<file path="src/rtl/cd_time_setter.sv">
// cd_time_setter: button-driven hh:mm:ss editor for the countdown timer.
//
// A rising edge on btn_set enters EDIT; btn_next cycles the selected field
// (SS -> MM -> HH); btn_up / btn_down step the selected field with per-field
// wrap-around and no carry into neighbouring fields. A second btn_set edge
// commits: the FSM passes through LOAD for one cycle, and at the end of that
// cycle tar_sec is loaded and init_en pulses for one clock.
//
// Optional feature (macro CD_SETTER_AUTOREPEAT_EN): holding btn_up or btn_down
// alone in EDIT steps once on the edge, once after REPEAT_DELAY cycles, then
// every REPEAT_RATE cycles until release.
//
// Ports:
//   clk        system clock, posedge
//   rst        synchronous active-high reset
//   btn_set    debounced level, edge enters / commits edit
//   btn_next   debounced level, edge selects next field
//   btn_up     debounced level, edge increments selected field
//   btn_down   debounced level, edge decrements selected field
//   tar_sec    committed target in seconds (hh*3600 + mm*60 + ss)
//   init_en    one-cycle load strobe, coincident with a new tar_sec
//   editing    high while in EDIT
//   field_sel  0 = SS, 1 = MM, 2 = HH
//   hh/mm/ss   current edit registers for the display
module cd_time_setter #(
    parameter int unsigned REPEAT_DELAY = 50_000_000,
    parameter int unsigned REPEAT_RATE  = 10_000_000
) (
    input  logic        clk,
    input  logic        rst,
    input  logic        btn_set,
    input  logic        btn_next,
    input  logic        btn_up,
    input  logic        btn_down,
    output logic [16:0] tar_sec,
    output logic        init_en,
    output logic        editing,
    output logic [1:0]  field_sel,
    output logic [4:0]  hh,
    output logic [5:0]  mm,
    output logic [5:0]  ss
);

    localparam logic [1:0] ST_IDLE = 2'd0;
    localparam logic [1:0] ST_EDIT = 2'd1;
    localparam logic [1:0] ST_LOAD = 2'd2;

    localparam logic [1:0] FLD_SS = 2'd0;
    localparam logic [1:0] FLD_MM = 2'd1;
    localparam logic [1:0] FLD_HH = 2'd2;

    logic [1:0]  state_q, state_d;
    logic        set_prev, next_prev, up_prev, down_prev;
    logic        set_e, next_e, up_e, down_e;
    logic        step_up, step_dn;
    logic [16:0] tar_sec_d;
    logic        init_en_d, editing_d;
    logic [1:0]  field_sel_d;
    logic [4:0]  hh_d;
    logic [5:0]  mm_d, ss_d;

`ifdef CD_SETTER_AUTOREPEAT_EN
    localparam int unsigned RPT_MAX = (REPEAT_DELAY > REPEAT_RATE) ? REPEAT_DELAY : REPEAT_RATE;
    localparam int unsigned CNT_W   = $clog2(RPT_MAX + 1);

    logic [CNT_W-1:0] rpt_cnt_q, rpt_cnt_d;
    logic             rpt_armed_q, rpt_armed_d;
    logic             rpt_fire;
`endif

    // Rising edges from the registered previous levels.
    assign set_e  = btn_set  & ~set_prev;
    assign next_e = btn_next & ~next_prev;
    assign up_e   = btn_up   & ~up_prev;
    assign down_e = btn_down & ~down_prev;

    // Next-state and next-output logic.
    always_comb begin
        state_d     = state_q;
        tar_sec_d   = tar_sec;
        init_en_d   = 1'b0;
        editing_d   = 1'b0;
        field_sel_d = field_sel;
        hh_d        = hh;
        mm_d        = mm;
        ss_d        = ss;
        step_up     = up_e & ~down_e;
        step_dn     = down_e & ~up_e;

`ifdef CD_SETTER_AUTOREPEAT_EN
        // Repeat timer runs only while exactly one of up/down is held in EDIT.
        rpt_cnt_d   = '0;
        rpt_armed_d = 1'b0;
        rpt_fire    = 1'b0;
        if ((state_q == ST_EDIT) && (btn_up ^ btn_down) && !set_e) begin
            if (up_e | down_e) begin
                rpt_cnt_d = '0;
            end else if (!rpt_armed_q) begin
                if (rpt_cnt_q == CNT_W'(REPEAT_DELAY - 1)) begin
                    rpt_fire    = 1'b1;
                    rpt_armed_d = 1'b1;
                end else begin
                    rpt_cnt_d = rpt_cnt_q + CNT_W'(1);
                end
            end else begin
                rpt_armed_d = 1'b1;
                if (rpt_cnt_q == CNT_W'(REPEAT_RATE - 1)) begin
                    rpt_fire = 1'b1;
                end else begin
                    rpt_cnt_d = rpt_cnt_q + CNT_W'(1);
                end
            end
        end
        step_up = step_up | (rpt_fire & btn_up);
        step_dn = step_dn | (rpt_fire & btn_down);
`endif

        case (state_q)
            ST_IDLE: begin
                if (set_e) begin
                    state_d     = ST_EDIT;
                    editing_d   = 1'b1;
                    field_sel_d = FLD_SS;
                end
            end
            ST_EDIT: begin
                if (set_e) begin
                    // Commit wins; same-cycle steps and field moves are dropped.
                    state_d = ST_LOAD;
                end else begin
                    editing_d = 1'b1;
                    case (field_sel)
                        FLD_SS: begin
                            if (step_up)      ss_d = (ss == 6'd59) ? 6'd0  : ss + 6'd1;
                            else if (step_dn) ss_d = (ss == 6'd0)  ? 6'd59 : ss - 6'd1;
                        end
                        FLD_MM: begin
                            if (step_up)      mm_d = (mm == 6'd59) ? 6'd0  : mm + 6'd1;
                            else if (step_dn) mm_d = (mm == 6'd0)  ? 6'd59 : mm - 6'd1;
                        end
                        FLD_HH: begin
                            if (step_up)      hh_d = (hh == 5'd23) ? 5'd0  : hh + 5'd1;
                            else if (step_dn) hh_d = (hh == 5'd0)  ? 5'd23 : hh - 5'd1;
                        end
                        default: ;
                    endcase
                    // Field advances after the step lands on the old field.
                    if (next_e) begin
                        field_sel_d = (field_sel == FLD_HH) ? FLD_SS : field_sel + 2'd1;
                    end
                end
            end
            ST_LOAD: begin
                state_d   = ST_IDLE;
                tar_sec_d = 17'(hh) * 17'd3600 + 17'(mm) * 17'd60 + 17'(ss);
                init_en_d = 1'b1;
            end
            default: begin
                state_d = ST_IDLE;
            end
        endcase
    end

    // State, edge-detect and output registers.
    always_ff @(posedge clk) begin
        if (rst) begin
            state_q   <= ST_IDLE;
            set_prev  <= 1'b0;
            next_prev <= 1'b0;
            up_prev   <= 1'b0;
            down_prev <= 1'b0;
            tar_sec   <= '0;
            init_en   <= 1'b0;
            editing   <= 1'b0;
            field_sel <= FLD_SS;
            hh        <= '0;
            mm        <= '0;
            ss        <= '0;
        end else begin
            state_q   <= state_d;
            set_prev  <= btn_set;
            next_prev <= btn_next;
            up_prev   <= btn_up;
            down_prev <= btn_down;
            tar_sec   <= tar_sec_d;
            init_en   <= init_en_d;
            editing   <= editing_d;
            field_sel <= field_sel_d;
            hh        <= hh_d;
            mm        <= mm_d;
            ss        <= ss_d;
        end
    end

`ifdef CD_SETTER_AUTOREPEAT_EN
    // Auto-repeat timer registers.
    always_ff @(posedge clk) begin
        if (rst) begin
            rpt_cnt_q   <= '0;
            rpt_armed_q <= 1'b0;
        end else begin
            rpt_cnt_q   <= rpt_cnt_d;
            rpt_armed_q <= rpt_armed_d;
        end
    end
`endif

endmodule

</file>
<file path="config.mk">
export PLATFORM = sky130hd
export DESIGN_NAME = cd_time_setter
export DESIGN_NICKNAME = d
export VERILOG_FILES = /design/src/rtl/cd_time_setter.sv
export SDC_FILE = /design/constraint.sdc
export NUM_CORES = 1
export LEC_CHECK = 0
export BUFFER_PORTS_ARGS = -buffer_cell sky130_fd_sc_hd__buf_4
export CORE_MARGIN = 4
export CORE_UTILIZATION = 34
export CTS_CLUSTER_DIAMETER = 100
export DETAILED_ROUTE_END_ITERATION = 8
export PLACE_DENSITY = 0.49
export SYNTH_ARGS = -nofsm -noshare
export SYNTH_HDL_FRONTEND = slang
export SYNTH_SLANG_ARGS = --single-unit
</file>
<file path="constraint.sdc">
create_clock -name clk -period 11.9 [get_ports clk]
set_input_delay 1.19 -clock clk [delete_from_list [all_inputs] [get_ports clk]]
set_output_delay 1.19 -clock clk [all_outputs]
set_load 0.05 [all_outputs]
</file>
==> run metrics <==
final net count=609; Post-Place Cells=654; drt first pass iters=4; fin crit period=roughly 4.8 ns; startpoint type of the worst setup path=flop; pin count of the biggest net entering global routing=44; top_reg_cell synth=dfxtp_1; first-pass GRT wire length=~16 mm; Initial Utilization=between 30% and 40%; CTS clk-pin slew, worst paths=~0.07 ns; slowest stage delay, CP=slightly above 0.5 ns; slowest stage cell, crit path=dfxtp_1; RR Startpoint=mm[3]$_SDFFE_PP0P_; Synth Area in Simple Gates=16.8%; total routed wirelength=between 9 and 10 mm; Routability Congestion=approximately 0.8; Synth Register Bits=44; Reg2Reg Depth=18; Clock Sinks=44; clock skew=about 0.0065 ns; Post-Synth Adder-Cell Area=~29%; CTS Buf Count=5; syn_area_per_cell=approximately 8.3 um^2; Worst R2R End=tar_sec[15]$_SDFFE_PP0P_; die width=about 120 um; postcts setup bufs=0; asr flop ratio synth=0%; critical path arrival=about 5.0 ns; layout cells sized above 1=a little under an eighth; routed len/inst=14.3 um; # resized after CTS=0; RSZ-0062 raised after global routing=false; Final Hold Viols=0; CTS Hold Bufs=0; CTS Buffer Depth=2; Worst Setup EP=tar_sec[15]$_SDFFE_PP0P_; Synth Area in XOR/XNOR=5.69%; final setup margin=7.11 ns; root buffer cell=clkbuf_16; I/O pins=between 40 and 50; cells after synthesis=480; PD cells=around 80 nW/um^2; total track usage=between 10% and 20%; R2R setup slack=slightly above 7 ns; Worst-Margin Slew=~0.49 ns; worst-path cell chain=inv_1 -> fa_1 -> fa_1 -> inv_1 -> ha_1 -> nor2b_1 -> o21ai_0 -> a21oi_1 -> o21ai_0 -> nand2_1 -> xor2_1 -> ha_1 -> ha_1 -> a2111o_1 -> o21ai_1 -> a211oi_1 -> xnor2_1 -> a211oi_1; Compound-Gate Fraction of Synth Area=20.0%; Final Cycle Share=between 40% and 50%; initial antenna violation count=0; final non-filler cell total=between 600 and 700; drc violations=0; Buffers on Ports=43; GRT overflow=0; TritonCTS clock tree=done; die height=about 120 um; Setup-failing EPs final=0; post-route ant nets=0; Worst Path Max Fanout=8; Seq/Total Area, Yosys=22.0%; worst relative slew slack=around two thirds; Mapped Nets=~570; Setup CP Type=reg2reg; CP Capture Type=flop; number of global-route vias before repair=3148; row count=39; Max IR drop VDD=slightly above 0.00008 V; Mapped Area=roughly 4000 um^2; pre-CTS setup slack=a little over 7 ns; DRT iter0 DRCs=between 150 and 200; synthesis-to-layout area growth=15.8%; max cap viols=0; multiplexer area fraction after synthesis=less than 1%; H-tree levels=2; detailed placement HPWL=7.35 mm; Ys Warns=0; Static Leakage=approximately 2.2 nW; core area=around 11000 um^2; Synth cell types=56; largest family of logic cells by synthesized area=adder cells; antenna cells=0; Crit. Startpoint=mm[3]$_SDFFE_PP0P_; routed vias=3332; outcome=complete, no violations; DR vias/cell=roughly 5; Hold Crit Class=reg2reg; WP data required=between 10 and 15 ns; most used cell along the critical path=ha_1; EDFF count, synth=0; setup TNS=0 ns; FMAX=~210 MHz; Die Area=approximately 14000 um^2; Worst-Skew Late Latency=0.30 ns; Final Slew Violations=0
[critical path, delay by kind of cell, from the launching register on]
family | cells | cell delay, ns
compound gates | 7 | 1.37
xor+xnor | 2 | 0.28
fa+ha+maj | 5 | 2.00
buf+inv | 2 | 0.30
flops | 1 | 0.51
simple gates | 2 | 0.22
[where the power goes]
part	switching [W]	internal (W)	total, W
registers	0.00000394	0.000151	0.000155
logic	0.0000307	0.0000158	0.0000465
clock network	0.0000640	0.000105	0.000169
[cells by family (layout without fill, tap and decap cells)]
logic type               count (synthesis)  after routing
flip-flops                              44             44
XOR/XNOR                                26             26
adder cells (fa/ha/maj)                 85             85
buffers and inverters                   58             97
AND/OR/NAND/NOR                        136            136
AO/OA/AOI/OAI                          130            130
multiplexers                             1              1
[per-layer routing]
layer	part of all wire [%]	wire length, um	up-vias	track usage (%)
li1	-	-	1738	-
met1	50	4770	1530	20.1
met2	43	4110	54	21.9
met3	4.7	449	10	4.25
met4	1.7	160	0	4.25
met5	0	0	-	0
[through the flow]
stage | util, % | cell area, um^2 | power (W) | hold slack, ns
after floorplan | - | 4000 | 0.000192 | 0.465
after global placement | 38.8 | 4450 | 0.000204 | 0.439
after detailed placement | 38.8 | 4450 | 0.000204 | 0.446
after CTS | 40.4 | 4630 | 0.000376 | 0.453
after global routing | 40.4 | 4630 | 0.000387 | 0.473
final | 40.4 | 4630 | 0.000370 | 0.450
[worst min-delay path by stage]
| stage | cells past startpoint | endpoint | startpoint |
|---|---|---|---|
| final | 2 | tar_sec[14]$_SDFFE_PP0P_ | tar_sec[14]$_SDFFE_PP0P_ |
| after global routing | 2 | tar_sec[14]$_SDFFE_PP0P_ | tar_sec[14]$_SDFFE_PP0P_ |
| after floorplan | 1 | editing$_SDFF_PP0_ | state_q[1]$_SDFFE_PP0P_ |
| after CTS | 2 | tar_sec[8]$_SDFFE_PP0P_ | tar_sec[8]$_SDFFE_PP0P_ |
| after detailed placement | 2 | tar_sec[8]$_SDFFE_PP0P_ | tar_sec[8]$_SDFFE_PP0P_ |
| after global placement | 2 | tar_sec[6]$_SDFFE_PP0P_ | tar_sec[6]$_SDFFE_PP0P_ |
[sequential cells by signal (all words and copies together) (netlist names)]
signal / cells
hh: 5
set_prev: 1
field_sel: 2
down_prev: 1
tar_sec: 17
editing: 1
next_prev: 1
mm: 6
up_prev: 1
state_q: 2
ss: 6
init_en: 1
[area by class of cell]
class	count	area (um^2)
multi-input cells	378	2880
repair buffers	45	338
flip-flops and latches	44	881
inverters	44	179
fillers	1155	6840
clock inverters	2	38.8
well taps	143	179
clock buffers	6	139
[layout by cell type, fill, tap and decap left out, types with 2 or more instances in the layout]
cell and count:
a211oi_1 11, a21o_1 5, a21oi_1 49, a221oi_1 2, a31oi_1 5, a32oi_1 2
and2_1 2, and3_1 2, buf_4 45, clkbuf_16 5, dfxtp_1 44, fa_1 14
ha_1 71, inv_1 42, nand2_1 42, nand2b_1 8, nand3_1 12, nand3b_1 3
nor2_1 31, nor2b_1 12, nor3_1 10, nor3b_1 2, o211a_1 2, o211ai_1 3
o21ai_0 16, o21ai_1 15, o21bai_1 3, o22ai_1 2, o31ai_1 3, or3_1 4
or4_1 2, xnor2_1 17, xor2_1 9
[synthesized netlist by cell type (2+ instances only)]
cell	n	share of area, %
a211oi_1	11	2.1
a21o_1	5	0.94
a21oi_1	49	6.1
a221oi_1	2	0.44
a31oi_1	5	0.78
a32oi_1	2	0.44
and2_1	2	0.31
and3_1	2	0.31
clkbuf_1	11	1.0
dfxtp_1	44	22
fa_1	14	7.0
ha_1	71	22
inv_1	42	3.9
nand2_1	42	3.9
nand2b_1	8	1.3
nand3_1	12	1.5
nand3b_1	3	0.56
nor2_1	31	2.9
nor2b_1	12	1.9
nor3_1	10	1.3
nor3b_1	2	0.38
o211a_1	2	0.50
o211ai_1	3	0.56
o21ai_0	16	2.0
o21ai_1	15	1.9
o21bai_1	3	0.56
o22ai_1	2	0.31
o31ai_1	3	0.56
or3_1	4	0.63
or4_1	2	0.38
xnor2_1	17	3.7
xor2_1	9	2.0
Note: power is estimated with default switching activity, not from simulation.
